### src/rtl/spi_master_pkg.sv
// Shared definitions for the multi-chip-select Wishbone SPI master:
// register indices, CTRL/STATUS bit positions, frame width encoding and FSM states.
package spi_master_pkg;

  localparam logic [2:0] REG_DATA   = 3'd0;
  localparam logic [2:0] REG_CTRL   = 3'd1;
  localparam logic [2:0] REG_DIV    = 3'd2;
  localparam logic [2:0] REG_CS     = 3'd3;
  localparam logic [2:0] REG_STATUS = 3'd4;

  localparam int CTRL_CPHA   = 0;
  localparam int CTRL_CPOL   = 1;
  localparam int CTRL_LSB    = 2;
  localparam int CTRL_WLO    = 3;
  localparam int CTRL_WHI    = 4;
  localparam int CTRL_IRQ_EN = 8;

  // Only the defined CTRL bits are stored; the rest read back as 0.
  localparam logic [8:0] CTRL_MASK = 9'h11F;

  localparam int STAT_BUSY = 0;
  localparam int STAT_DONE = 1;
  localparam int STAT_OVR  = 2;

  localparam logic [1:0] WIDTH_8     = 2'd0;
  localparam logic [1:0] WIDTH_16    = 2'd1;
  localparam logic [1:0] WIDTH_32    = 2'd2;
  localparam logic [1:0] WIDTH_8_ALT = 2'd3;

  typedef enum logic [1:0] {
    ST_IDLE  = 2'd0,
    ST_SHIFT = 2'd1,
    ST_TAIL  = 2'd2
  } spi_state_e;

  // Number of bits in a frame for a CTRL width code.
  function automatic logic [5:0] frame_bits(input logic [1:0] enc);
    case (enc)
      WIDTH_16:             return 6'd16;
      WIDTH_32:             return 6'd32;
      WIDTH_8, WIDTH_8_ALT: return 6'd8;
      default:              return 6'd8;
    endcase
  endfunction

endpackage

### src/rtl/spi_shift_engine.sv
// SPI shift engine: half-period divider, IDLE/SHIFT/TAIL sequencer,
// transmit/receive shift registers and edge counter for one frame.
module spi_shift_engine
  import spi_master_pkg::*;
#(
  parameter int DIV_WIDTH = 16
) (
  input  logic                 clock,
  input  logic                 reset_n,
  input  logic                 cpha,
  input  logic                 cpol,
  input  logic                 lsb_first,
  input  logic [1:0]           width_sel,
  input  logic [DIV_WIDTH-1:0] div,
  input  logic                 start,
  input  logic [31:0]          tx_data,
  input  logic                 miso,
  output logic                 busy,
  output logic                 done,
  output logic [31:0]          rx_data,
  output logic                 sclk,
  output logic                 mosi
);

  localparam logic [DIV_WIDTH-1:0] DIV_ONE = DIV_WIDTH'(1);

  spi_state_e           state_q, state_d;
  logic [DIV_WIDTH-1:0] cnt_q;
  logic [6:0]           edge_q;
  logic [31:0]          tx_sr, rx_sr;
  logic [31:0]          load_val, rx_final;
  logic [5:0]           nbits, pad;
  logic                 tick, launch, sample_edge, last_edge;

  function automatic logic head_bit(input logic [31:0] v, input logic lsb);
    return lsb ? v[0] : v[31];
  endfunction

  function automatic logic [31:0] shift_tx(input logic [31:0] v, input logic lsb);
    return lsb ? {1'b0, v[31:1]} : {v[30:0], 1'b0};
  endfunction

  function automatic logic [31:0] shift_rx(input logic [31:0] v, input logic b, input logic lsb);
    return lsb ? {b, v[31:1]} : {v[30:0], b};
  endfunction

  assign nbits = frame_bits(width_sel);
  assign pad   = 6'd32 - nbits;

  // MSB-first frames are left-justified so the head is always bit 31;
  // LSB-first frames are masked so nothing beyond the frame leaks onto MOSI.
  assign load_val = lsb_first ? (tx_data & (32'hFFFF_FFFF >> pad)) : (tx_data << pad);
  assign rx_final = lsb_first ? (rx_sr >> pad) : rx_sr;

  assign tick   = (state_q != ST_IDLE) && (cnt_q == '0);
  assign launch = start && (state_q == ST_IDLE);
  // Even edge index is the leading edge; CPHA picks which edge samples.
  assign sample_edge = (~edge_q[0]) ^ cpha;
  assign last_edge   = (edge_q == ({nbits, 1'b0} - 7'd1));
  assign busy        = (state_q != ST_IDLE);
  assign done        = (state_q == ST_TAIL) && tick;

  // State register.
  always_ff @(posedge clock or negedge reset_n) begin
    if (!reset_n) state_q <= ST_IDLE;
    else          state_q <= state_d;
  end

  // Next-state sequencing: a frame runs 2*W edges then one quiet half-period.
  always_comb begin
    state_d = state_q;
    case (state_q)
      ST_IDLE:  if (launch)            state_d = ST_SHIFT;
      ST_SHIFT: if (tick && last_edge) state_d = ST_TAIL;
      ST_TAIL:  if (tick)              state_d = ST_IDLE;
      default:                         state_d = ST_IDLE;
    endcase
  end

  // Divider, shift registers, SCK/MOSI drive and RX capture.
  always_ff @(posedge clock or negedge reset_n) begin
    if (!reset_n) begin
      cnt_q   <= '0;
      edge_q  <= '0;
      tx_sr   <= '0;
      rx_sr   <= '0;
      rx_data <= '0;
      sclk    <= 1'b0;
      mosi    <= 1'b0;
    end else if (launch) begin
      cnt_q  <= div;
      edge_q <= '0;
      rx_sr  <= '0;
      if (!cpha) begin
        mosi  <= head_bit(load_val, lsb_first);
        tx_sr <= shift_tx(load_val, lsb_first);
      end else begin
        mosi  <= 1'b0;
        tx_sr <= load_val;
      end
    end else if (state_q == ST_IDLE) begin
      sclk <= cpol;
      mosi <= 1'b0;
    end else begin
      cnt_q <= tick ? div : (cnt_q - DIV_ONE);
      if (tick) begin
        if (state_q == ST_SHIFT) begin
          sclk   <= ~sclk;
          edge_q <= edge_q + 7'd1;
          if (sample_edge) begin
            rx_sr <= shift_rx(rx_sr, miso, lsb_first);
          end else begin
            mosi  <= head_bit(tx_sr, lsb_first);
            tx_sr <= shift_tx(tx_sr, lsb_first);
          end
        end else begin
          sclk    <= cpol;
          mosi    <= 1'b0;
          rx_data <= rx_final;
        end
      end
    end
  end

endmodule

### src/rtl/wb_spi_master_mc.sv
// Wishbone classic slave wrapping the SPI shift engine: bus decode,
// CTRL/DIV/CS/STATUS registers, overrun detection and the done interrupt.
module wb_spi_master_mc
  import spi_master_pkg::*;
#(
  parameter int NUM_CS    = 4,
  parameter int DIV_WIDTH = 16,
  parameter int DIV_RESET = 24
) (
  input  logic              clock,
  input  logic              reset_n,
  input  logic [2:0]        wb_adr_i,
  input  logic [31:0]       wb_dat_i,
  output logic [31:0]       wb_dat_o,
  input  logic [3:0]        wb_sel_i,
  input  logic              wb_we_i,
  input  logic              wb_cyc_i,
  input  logic              wb_stb_i,
  output logic              wb_ack_o,
  output logic              irq_o,
  output logic              spi_sclk_o,
  output logic              spi_mosi_o,
  input  logic              spi_miso_i,
  output logic [NUM_CS-1:0] spi_cs_n_o
);

  logic [8:0]           ctrl_q;
  logic [DIV_WIDTH-1:0] div_q;
  logic [NUM_CS-1:0]    cs_q;
  logic                 done_q, ovr_q;
  logic                 req, wr, start;
  logic                 eng_busy, eng_done;
  logic [31:0]          rx_data, rdata;
  logic                 unused_sel;

  // Byte enables carry no meaning here: every write is a full word.
  assign unused_sel = ^wb_sel_i;

  assign req   = wb_cyc_i & wb_stb_i & ~wb_ack_o;
  assign wr    = req & wb_we_i;
  assign start = wr && (wb_adr_i == REG_DATA) && !eng_busy;

  assign spi_cs_n_o = ~cs_q;

  spi_shift_engine #(
    .DIV_WIDTH (DIV_WIDTH)
  ) u_engine (
    .clock     (clock),
    .reset_n   (reset_n),
    .cpha      (ctrl_q[CTRL_CPHA]),
    .cpol      (ctrl_q[CTRL_CPOL]),
    .lsb_first (ctrl_q[CTRL_LSB]),
    .width_sel (ctrl_q[CTRL_WHI:CTRL_WLO]),
    .div       (div_q),
    .start     (start),
    .tx_data   (wb_dat_i),
    .miso      (spi_miso_i),
    .busy      (eng_busy),
    .done      (eng_done),
    .rx_data   (rx_data),
    .sclk      (spi_sclk_o),
    .mosi      (spi_mosi_o)
  );

  // Read mux; unmapped words read as zero.
  always_comb begin
    rdata = '0;
    case (wb_adr_i)
      REG_DATA:   rdata = rx_data;
      REG_CTRL:   rdata[8:0] = ctrl_q;
      REG_DIV:    rdata[DIV_WIDTH-1:0] = div_q;
      REG_CS:     rdata[NUM_CS-1:0] = cs_q;
      REG_STATUS: begin
        rdata[STAT_BUSY] = eng_busy;
        rdata[STAT_DONE] = done_q;
        rdata[STAT_OVR]  = ovr_q;
      end
      default:    rdata = '0;
    endcase
  end

  // Single-cycle ack with the read data registered alongside it.
  always_ff @(posedge clock or negedge reset_n) begin
    if (!reset_n) begin
      wb_ack_o <= 1'b0;
      wb_dat_o <= '0;
    end else begin
      wb_ack_o <= req;
      wb_dat_o <= (req && !wb_we_i) ? rdata : '0;
    end
  end

  // Configuration registers; CTRL and DIV are frozen while a frame runs.
  always_ff @(posedge clock or negedge reset_n) begin
    if (!reset_n) begin
      ctrl_q <= '0;
      div_q  <= DIV_WIDTH'(DIV_RESET);
      cs_q   <= '0;
    end else if (wr) begin
      if ((wb_adr_i == REG_CTRL) && !eng_busy) ctrl_q <= wb_dat_i[8:0] & CTRL_MASK;
      if ((wb_adr_i == REG_DIV) && !eng_busy)  div_q  <= wb_dat_i[DIV_WIDTH-1:0];
      if (wb_adr_i == REG_CS)                  cs_q   <= wb_dat_i[NUM_CS-1:0];
    end
  end

  // Sticky status flags; a completing frame beats a same-cycle clear of done.
  always_ff @(posedge clock or negedge reset_n) begin
    if (!reset_n) begin
      done_q <= 1'b0;
      ovr_q  <= 1'b0;
    end else begin
      if (eng_done)
        done_q <= 1'b1;
      else if (wr && (wb_adr_i == REG_STATUS) && wb_dat_i[STAT_DONE])
        done_q <= 1'b0;
      if (wr && (wb_adr_i == REG_DATA) && eng_busy)
        ovr_q <= 1'b1;
      else if (wr && (wb_adr_i == REG_STATUS) && wb_dat_i[STAT_OVR])
        ovr_q <= 1'b0;
    end
  end

  // Level interrupt, one cycle behind the done flag.
  always_ff @(posedge clock or negedge reset_n) begin
    if (!reset_n) irq_o <= 1'b0;
    else          irq_o <= done_q & ctrl_q[CTRL_IRQ_EN];
  end

endmodule

### config.mk
export PLATFORM = sky130hd
export DESIGN_NAME = wb_spi_master_mc
export DESIGN_NICKNAME = d
export VERILOG_FILES = /design/src/rtl/spi_master_pkg.sv /design/src/rtl/spi_shift_engine.sv /design/src/rtl/wb_spi_master_mc.sv
export SDC_FILE = /design/constraint.sdc
export NUM_CORES = 1
export LEC_CHECK = 0
export ABC_CLOCK_PERIOD_IN_PS = 3400
export CAP_MARGIN = 20
export CORE_UTILIZATION = 61
export CTS_BUF_LIST = sky130_fd_sc_hd__clkbuf_4
export CTS_CLUSTER_DIAMETER = 50
export CTS_CLUSTER_SIZE = 20
export DETAILED_ROUTE_END_ITERATION = 10
export MAX_ROUTING_LAYER = met4
export PLACE_DENSITY = 0.83
export SKIP_LAST_GASP = 1
export SLEW_MARGIN = 20
export SYNTH_ARGS = -nofsm -noshare
export SYNTH_HDL_FRONTEND = slang
export SYNTH_SLANG_ARGS = --single-unit
export TNS_END_PERCENT = 5
### constraint.sdc
create_clock -name clock -period 3.4 [get_ports clock]
set_input_delay 0.34 -clock clock [delete_from_list [all_inputs] [get_ports clock]]
set_output_delay 0.34 -clock clock [all_outputs]
set_load 0.005 [all_outputs]
# Yosys cells after proc, flatten, opt, wreduce, memory -nomap -nowiden
# Index checks and enable logic that the tools add are counted.
# op_classes
n_addsub	4
bitwise	13
muxes	49
n_eq_ne	15
n_reduce_logical	38
shifts	3
# op_table
op	n
2-to-1 mux 32 bit	17
2-to-1 mux 16 bit	4
bitwise AND 32 bit	1
<< shifter 32 x 6 -> 32 bit	1
right shift 32 x 6 -> 32 bit	1
right shift 32 x 6 -> 32 bit, first input constant	1
2-to-1 mux 7 bit	4
case mux 6 bit (3 select lines)	1
zero test 16 bit	1
subtractor 16 x 1 -> 16 bit, second input constant	1
2-to-1 mux 1 bit	15
case mux 3 bit (5 select lines)	1
case mux 5 bit (3 select lines)	1
case mux 7 bit (2 select lines)	1
nonzero test 2 bit	7
logical AND 1 bit	13
AND reduction 4 bit	3
AND reduction 2 bit	5
!= test 2 x 1 -> 1 bit, second input constant	4
adder 7 x 1 -> 7 bit, second input constant	1
equality test 7 bit	1
subtractor 7 x 1 -> 7 bit, second input constant	1
equality test 2 bit, second input constant	3
equality test 3 x 2 -> 1 bit, second input constant	2
18 further kinds	32
# totals
in_bits	45
reg_bits	185
output_inout_bits	40
word_cells	138

# Depth between registers and ports, before layout
# depth
depth_word	10
depth_mapped	10
ltp_nobuf	7

# Cells and area by module
# From an unflattened synthesis, not the netlist that was laid out.
# unflattened
hier_cells	1097
area_unflattened_um2	10636.5
# modules_own_cells
mod	cells_each	n_inst	area_each_um2	seq_area_each_um2
spi_shift_engine	912	1	8059.0	3078.0
wb_spi_master_mc	185	1	2577.5	1554.0

# Worst setup path after synthesis
# Ideal clock, no wire load.
# synth_path
path_type	register -> register
startpoint	register ctrl_q[4]
endpoint	register u_engine.tx_sr[30]
stages_incl_launch_ff	9
setup_time_ns	0.126
path_buffers	2
t_arrival_ns	2.243
path_slack_ns	1.031
path_cell_list	dfrtp_1 -> ha_1 -> clkbuf_1 -> clkbuf_1 -> mux2_2 -> a222oi_1 -> o22ai_1 -> a21oi_1 -> a21oi_1
# synth_via
elab_chain_cells	10
elab_cells_between_ends	14
# synth_lines
element	line_no	source
from (decl)	wb_spi_master_mc.sv:27	logic [8:0] ctrl_q;
from (signal assigned)	wb_spi_master_mc.sv:100	if ((wb_adr_i == REG_CTRL) && !eng_busy) ctrl_q <= wb_dat_i[8:0] & CTRL_MASK;
equality test 2 bit / zero test 2 bit (equally long branches)	--	
OR reduction 2 bit	--	
case mux 6 bit (3 select lines) *	spi_master_pkg.sv:38	case (enc)
subtractor 6 bit *	spi_shift_engine.sv:48	assign pad = 6'd32 - nbits;
right shift 32 x 6 -> 32 bit	spi_shift_engine.sv:52	assign load_val = lsb_first ? (tx_data & (32'hFFFF_FFFF >> pad)) : (tx_data << pad);
bitwise AND 32 bit	spi_shift_engine.sv:52	
2-to-1 mux 32 bit *	spi_shift_engine.sv:52	
2-to-1 mux 32 bit	spi_shift_engine.sv:40	return lsb ? {1'b0, v[31:1]} : {v[30:0], 1'b0};
2-to-1 mux 32 bit *	spi_shift_engine.sv:94	if (!cpha) begin
2-to-1 mux 32 bit *	spi_shift_engine.sv:90	end else if (launch) begin
to (signal assigned)	spi_shift_engine.sv:96	tx_sr <= shift_tx(load_val, lsb_first);
to (signal assigned)	spi_shift_engine.sv:99	tx_sr <= load_val;
to (signal assigned)	spi_shift_engine.sv:114	tx_sr <= shift_tx(tx_sr, lsb_first);
to (decl)	spi_shift_engine.sv:30	logic [31:0] tx_sr, rx_sr;
# Mark *: on every way between the ends. The rest lies on a longest branch, timed or not. The select of a mux whose other input is x is not followed.
# A chain may end at the register's enable or synchronous reset.

# Final worst setup path
# layout_path
startpoint	register ctrl_q[3]
endpoint	register u_engine.mosi
# layout_via
elab_chain_cells	10
elab_cells_between_ends	14
# layout_lines
element	line_no	source
equality test 2 bit / zero test 2 bit (equally long branches)	--	
OR reduction 2 bit	--	
case mux 6 bit (3 select lines) *	spi_master_pkg.sv:38	
subtractor 6 bit *	spi_shift_engine.sv:48	
right shift 32 x 6 -> 32 bit	spi_shift_engine.sv:52	
bitwise AND 32 bit	spi_shift_engine.sv:52	
2-to-1 mux 32 bit *	spi_shift_engine.sv:52	
2-to-1 mux 1 bit *	spi_shift_engine.sv:36	return lsb ? v[0] : v[31];
2-to-1 mux 1 bit *	spi_shift_engine.sv:94	
2-to-1 mux 1 bit *	spi_shift_engine.sv:90	
to (signal assigned)	spi_shift_engine.sv:95	mosi <= head_bit(load_val, lsb_first);
to (signal assigned)	spi_shift_engine.sv:113	mosi <= head_bit(tx_sr, lsb_first);
to (decl)	spi_shift_engine.sv:22	output logic mosi
# Marked as above.

==> flow_results.org <==
** Route
- After the first detailed-routing iteration, the DRC count stood at 1433.
- Number of vias after detailed routing :: 9808
- Initial DRT Pass Iterations :: 6
- After detailed routing, the number of vias per cell comes to 6.76.
- The detail route stage leaves a number of antenna-violating nets equal to 0.
- DRC violations left :: 0
- The final layout contains routed wiring with a total length of 31600 µm.
- Average routed wire per standard cell :: 21.8 µm

** GRT
- The layer flagged by global routing as most heavily used is met1.
- For met1 alone, demand over resource in global routing was 0.530.
- Number of antenna violations at the first check in global routing :: 1
- Global Route met3 Usage :: 0.0612
- The number of global-route vias before repair was 9080.
- Global-route wire length before repair :: 50000 µm
- Entering global routing, the biggest net connects 80 pins.
- Tot GR Track Use :: 0.371
- Total congestion overflow after global routing :: 0
- For met2 alone, demand over resource in global routing was 0.519.

** Yosys
- Count of state elements after synthesis :: 185
- Dividing the synthesized area by the synthesized cell count gives 9.31 µm².
- Cell count after synthesis :: 1160
- Count of different cell masters after synthesis :: 70
- The synthesized netlist occupies a cell area of 10800 µm².
- Number of enable flip-flop cells after synthesis :: 0
- Main synth FF type :: sky130_fd_sc_hd__dfrtp_1
- The share of the Yosys chip area taken by registers is 0.429.
- During synthesis, Yosys emitted a total of 0 warnings.
- Number of nets in the synthesized netlist :: 1209
- For this run, asynchronously set or reset flops after synthesis account for 1.00.

** STA
- In the finished design, the share of the clock period the worst path needs comes to 0.843.
- Actual transition at the worst max-transition pin :: 1.10 ns
- Min Clock Period, post-route :: 2.87 ns
- Pins Over Slew Limit :: 0
- For the final routed database, the setup TNS stands at 0 ns.
- Setup violations remaining at the end of the flow were counted as 0.
- Normalized max-slew margin :: 0.261
- Setup repair after global routing left no endpoint under its margin.
- Hold is met by 0.282 ns.
- Max Freq :: 349 MHz
- Fin. Hold Viols :: 0
- Clock tree skew after final layout :: 0.0268 ns

** Clock tree
- CTS tree :: built
- Clk_lat worst skew :: 0.63 ns
- The H-tree was split into 4 levels.
- Post-CTS repair changed the size of 0 cells.
- Clock-pin slew on the worst setup and hold paths :: 0.18 ns
- TritonCTS created 17 clock buffers.
- The clock net in this run drives a total of 185 sinks.
- The longest clock path from root to sink contains 2 buffers.
- Library cell used as clock root buffer :: sky130_fd_sc_hd__clkbuf_4

** Floorplanning
- Site row count :: 48
- Starting utilization of the core area :: 0.624
- Die Area :: 18200 µm²
- DIE HEIGHT :: 135 µm
- After floorplanning, the core was sized to cover 17300 µm².
- Die width :: 135 µm
- I/O pin count :: 85

** Placement
- Input/output buffers :: 80
- DPL Wire Length :: 22000 µm
- Cell area after placement :: 11900 µm²
- Routability congestion estimate from global placement :: 0.984
- Placed cell count :: 1416

** Setup path
- Crit start category :: flop
- Required time of the worst setup path :: 3.96 ns
- WS Path Type :: flop to flop
- Of all nets on the critical path, the largest fanout is 18.
- Crit path DAT :: 3.42 ns
- Endpoint kind of the worst setup timing path :: flop
- Measured in cells, the most critical reg-to-reg path has a length of 7.

** Pwr
- Summed over all cells, the static leakage comes to 0.00558 µW.
- Peak supply drop :: 0.000291 V
- Dividing total power by cell area gives a power density of 347 nW/µm².

** Layout
- The layout has 1343 filler cells.
- The sequential cells in the finished layout cover a total of 4640 µm².
- Layout cells sized above 1 :: 0.136
- Final Instance Area :: 12200 µm²
- The finished layout holds 1450 standard cells, fillers aside.
- The final layout contains 1260 nets.
- Synth-to-layout area growth :: 13.2%
- Area of the multi-input gates :: 5700 µm²

** Run
- The tool flagged a number of max-cap violations equal to 0.

** Status
- The flow ran to the end, and the final reports show no timing, DRC or antenna violations.

** Min path
- The tightest min-delay check is of the input port to async pin type.
-- routing by layer --
layer | wire length (µm) | vias to the layer above
met5 | 0 | -
met4 | 1120 | 0
met3 | 3240 | 98
met2 | 13900 | 603
met1 | 13400 | 4738
li1 | - | 4369
-- cells in the mapped netlist, types with 5 or more instances --
| library cell | instances | share of area |
|---|---|---|
| sky130_fd_sc_hd__dfrtp_1 | 183 | 0.42 |
| sky130_fd_sc_hd__inv_1 | 20 | 0.0070 |
| sky130_fd_sc_hd__nand4_1 | 10 | 0.0058 |
| sky130_fd_sc_hd__o22ai_1 | 17 | 0.0098 |
| sky130_fd_sc_hd__nor3_2 | 29 | 0.027 |
| sky130_fd_sc_hd__a22oi_1 | 44 | 0.031 |
| sky130_fd_sc_hd__a221oi_1 | 13 | 0.011 |
| sky130_fd_sc_hd__nand2_1 | 103 | 0.036 |
| sky130_fd_sc_hd__o211ai_1 | 9 | 0.0063 |
| sky130_fd_sc_hd__nand3_1 | 29 | 0.013 |
| sky130_fd_sc_hd__clkbuf_1 | 73 | 0.025 |
| sky130_fd_sc_hd__mux2_2 | 44 | 0.046 |
| sky130_fd_sc_hd__a21o_1 | 33 | 0.023 |
| sky130_fd_sc_hd__a22o_1 | 9 | 0.0073 |
| sky130_fd_sc_hd__a32oi_1 | 9 | 0.0073 |
| sky130_fd_sc_hd__nand3b_1 | 7 | 0.0049 |
| sky130_fd_sc_hd__nor4_1 | 12 | 0.0070 |
| sky130_fd_sc_hd__buf_1 | 8 | 0.0028 |
| sky130_fd_sc_hd__buf_6 | 5 | 0.0052 |
| sky130_fd_sc_hd__and3_1 | 8 | 0.0046 |
| sky130_fd_sc_hd__and2_1 | 25 | 0.014 |
| sky130_fd_sc_hd__a31oi_1 | 13 | 0.0075 |
| sky130_fd_sc_hd__nor3_1 | 26 | 0.012 |
| sky130_fd_sc_hd__buf_2 | 8 | 0.0037 |
| sky130_fd_sc_hd__a21oi_1 | 74 | 0.034 |
| sky130_fd_sc_hd__o21ai_0 | 76 | 0.035 |
| sky130_fd_sc_hd__xnor2_1 | 6 | 0.0049 |
| sky130_fd_sc_hd__nor2_1 | 100 | 0.035 |
| sky130_fd_sc_hd__o21ai_1 | 5 | 0.0023 |
| sky130_fd_sc_hd__mux2i_1 | 92 | 0.085 |
-- timing repair --
action / in CTS / in global routing
endpoints found under the hold margin: 77 / 0
buffers inserted: 0 / 0
hold buffers: 1 / 0
-- final timing paths --
check	start	endpoint	slack, ns
worst min register to register	u_engine.rx_data[25]$_DFFE_PN0P_	wb_dat_o[25]$_DFF_PN0_	0.49
worst min-delay path	reset_n	wb_dat_o[20]$_DFF_PN0_	0.28
worst max-delay path	ctrl_q[3]$_DFFE_PN0P_	u_engine.mosi$_DFFE_PN0P_	0.53
max in group asynchronous	reset_n	div_q[4]$_DFFE_PN1P_	2.32
worst max register to register	ctrl_q[3]$_DFFE_PN0P_	u_engine.mosi$_DFFE_PN0P_	0.53
min in group clock	wb_stb_i	wb_ack_o$_DFF_PN0_	0.31
-- cells in the final DEF, fill, tap and decap left out, drive strengths merged, types with 9 or more instances in the layout --
master | synthesis | layout
inv | 20 | 26
nand2 | 103 | 103
o21ai | 81 | 81
a221oi | 13 | 13
a31oi | 14 | 14
a21oi | 74 | 74
nor4 | 14 | 14
nor3 | 55 | 55
a21o | 33 | 33
buf | 22 | 47
dfrtp | 183 | 183
nand3 | 29 | 29
mux2 | 44 | 44
nand4 | 10 | 10
clkbuf | 73 | 17
o211ai | 9 | 9
a22o | 9 | 9
a32oi | 9 | 9
a22oi | 44 | 44
clkdlybuf4s50 | 0 | 79
o22ai | 17 | 17
and2 | 26 | 26
nor2 | 100 | 100
mux2i | 92 | 92
-- per-stage QoR --
step                      setup slack (ns)  power (µW)   util
final                                0.535        4240  0.707
after global routing                 0.422        4420  0.707
after CTS                            0.659        4250  0.706
after detailed placement             0.387        2980  0.687
after global placement               0.471        2960  0.687
after floorplan                       1.03        2730      -
-- registers in the layout (all words and copies together) (netlist names) --
| register | flops |
|---|---|
| u_engine.rx_data | 32 |
| u_engine.rx_sr | 32 |
| u_engine.tx_sr | 32 |
| wb_dat_o | 32 |
| div_q | 16 |
| u_engine.cnt_q | 16 |
| u_engine.edge_q | 7 |
| ctrl_q | 6 |
| cs_q | 4 |
| u_engine.state_q | 2 |
| done_q | 1 |
| irq_o | 1 |
| ovr_q | 1 |
| u_engine.mosi | 1 |
| u_engine.sclk | 1 |
| wb_ack_o | 1 |
-- cell type report --
class                      instances  area share
sequential                       185       0.379
clock inverter                    15      0.0159
clock buffer                      17      0.0104
tap                              225      0.0230
antenna                            1    0.000205
timing repair buffer             127      0.0988
inverter                          20     0.00614
multi-input combinational        860       0.466
-- power by group --
group / total [µW] / switching (µW) / internal [µW] / leakage (µW)
Combinational: 538 / 301 / 237 / 0.00308
Sequential: 2420 / 124 / 2290 / 0.00233
Clock: 1290 / 928 / 359 / 0.000165
Total: 4240 / 1350 / 2890 / 0.00558
-- logic make-up after synthesis --
logic type,after synthesis,share of synthesized area
buf+inv,115,0.0447
flops,185,0.429
simple gates,382,0.185
xor+xnor,10,0.00811
compound gates,327,0.196
fa+ha+maj,4,0.00463
mux,137,0.133
-- worst max-delay path: stages, from the launching register on --
cell and delay [ns]:
sky130_fd_sc_hd__dfrtp_1 0.44, sky130_fd_sc_hd__inv_1 0.10, sky130_fd_sc_hd__ha_1 0.47, sky130_fd_sc_hd__nor3_1 0.99, sky130_fd_sc_hd__a22o_1 0.34, sky130_fd_sc_hd__a31oi_1 0.10
sky130_fd_sc_hd__nor2_1 0.19, sky130_fd_sc_hd__o32a_1 0.18
(Power assumes the default switching activity.)
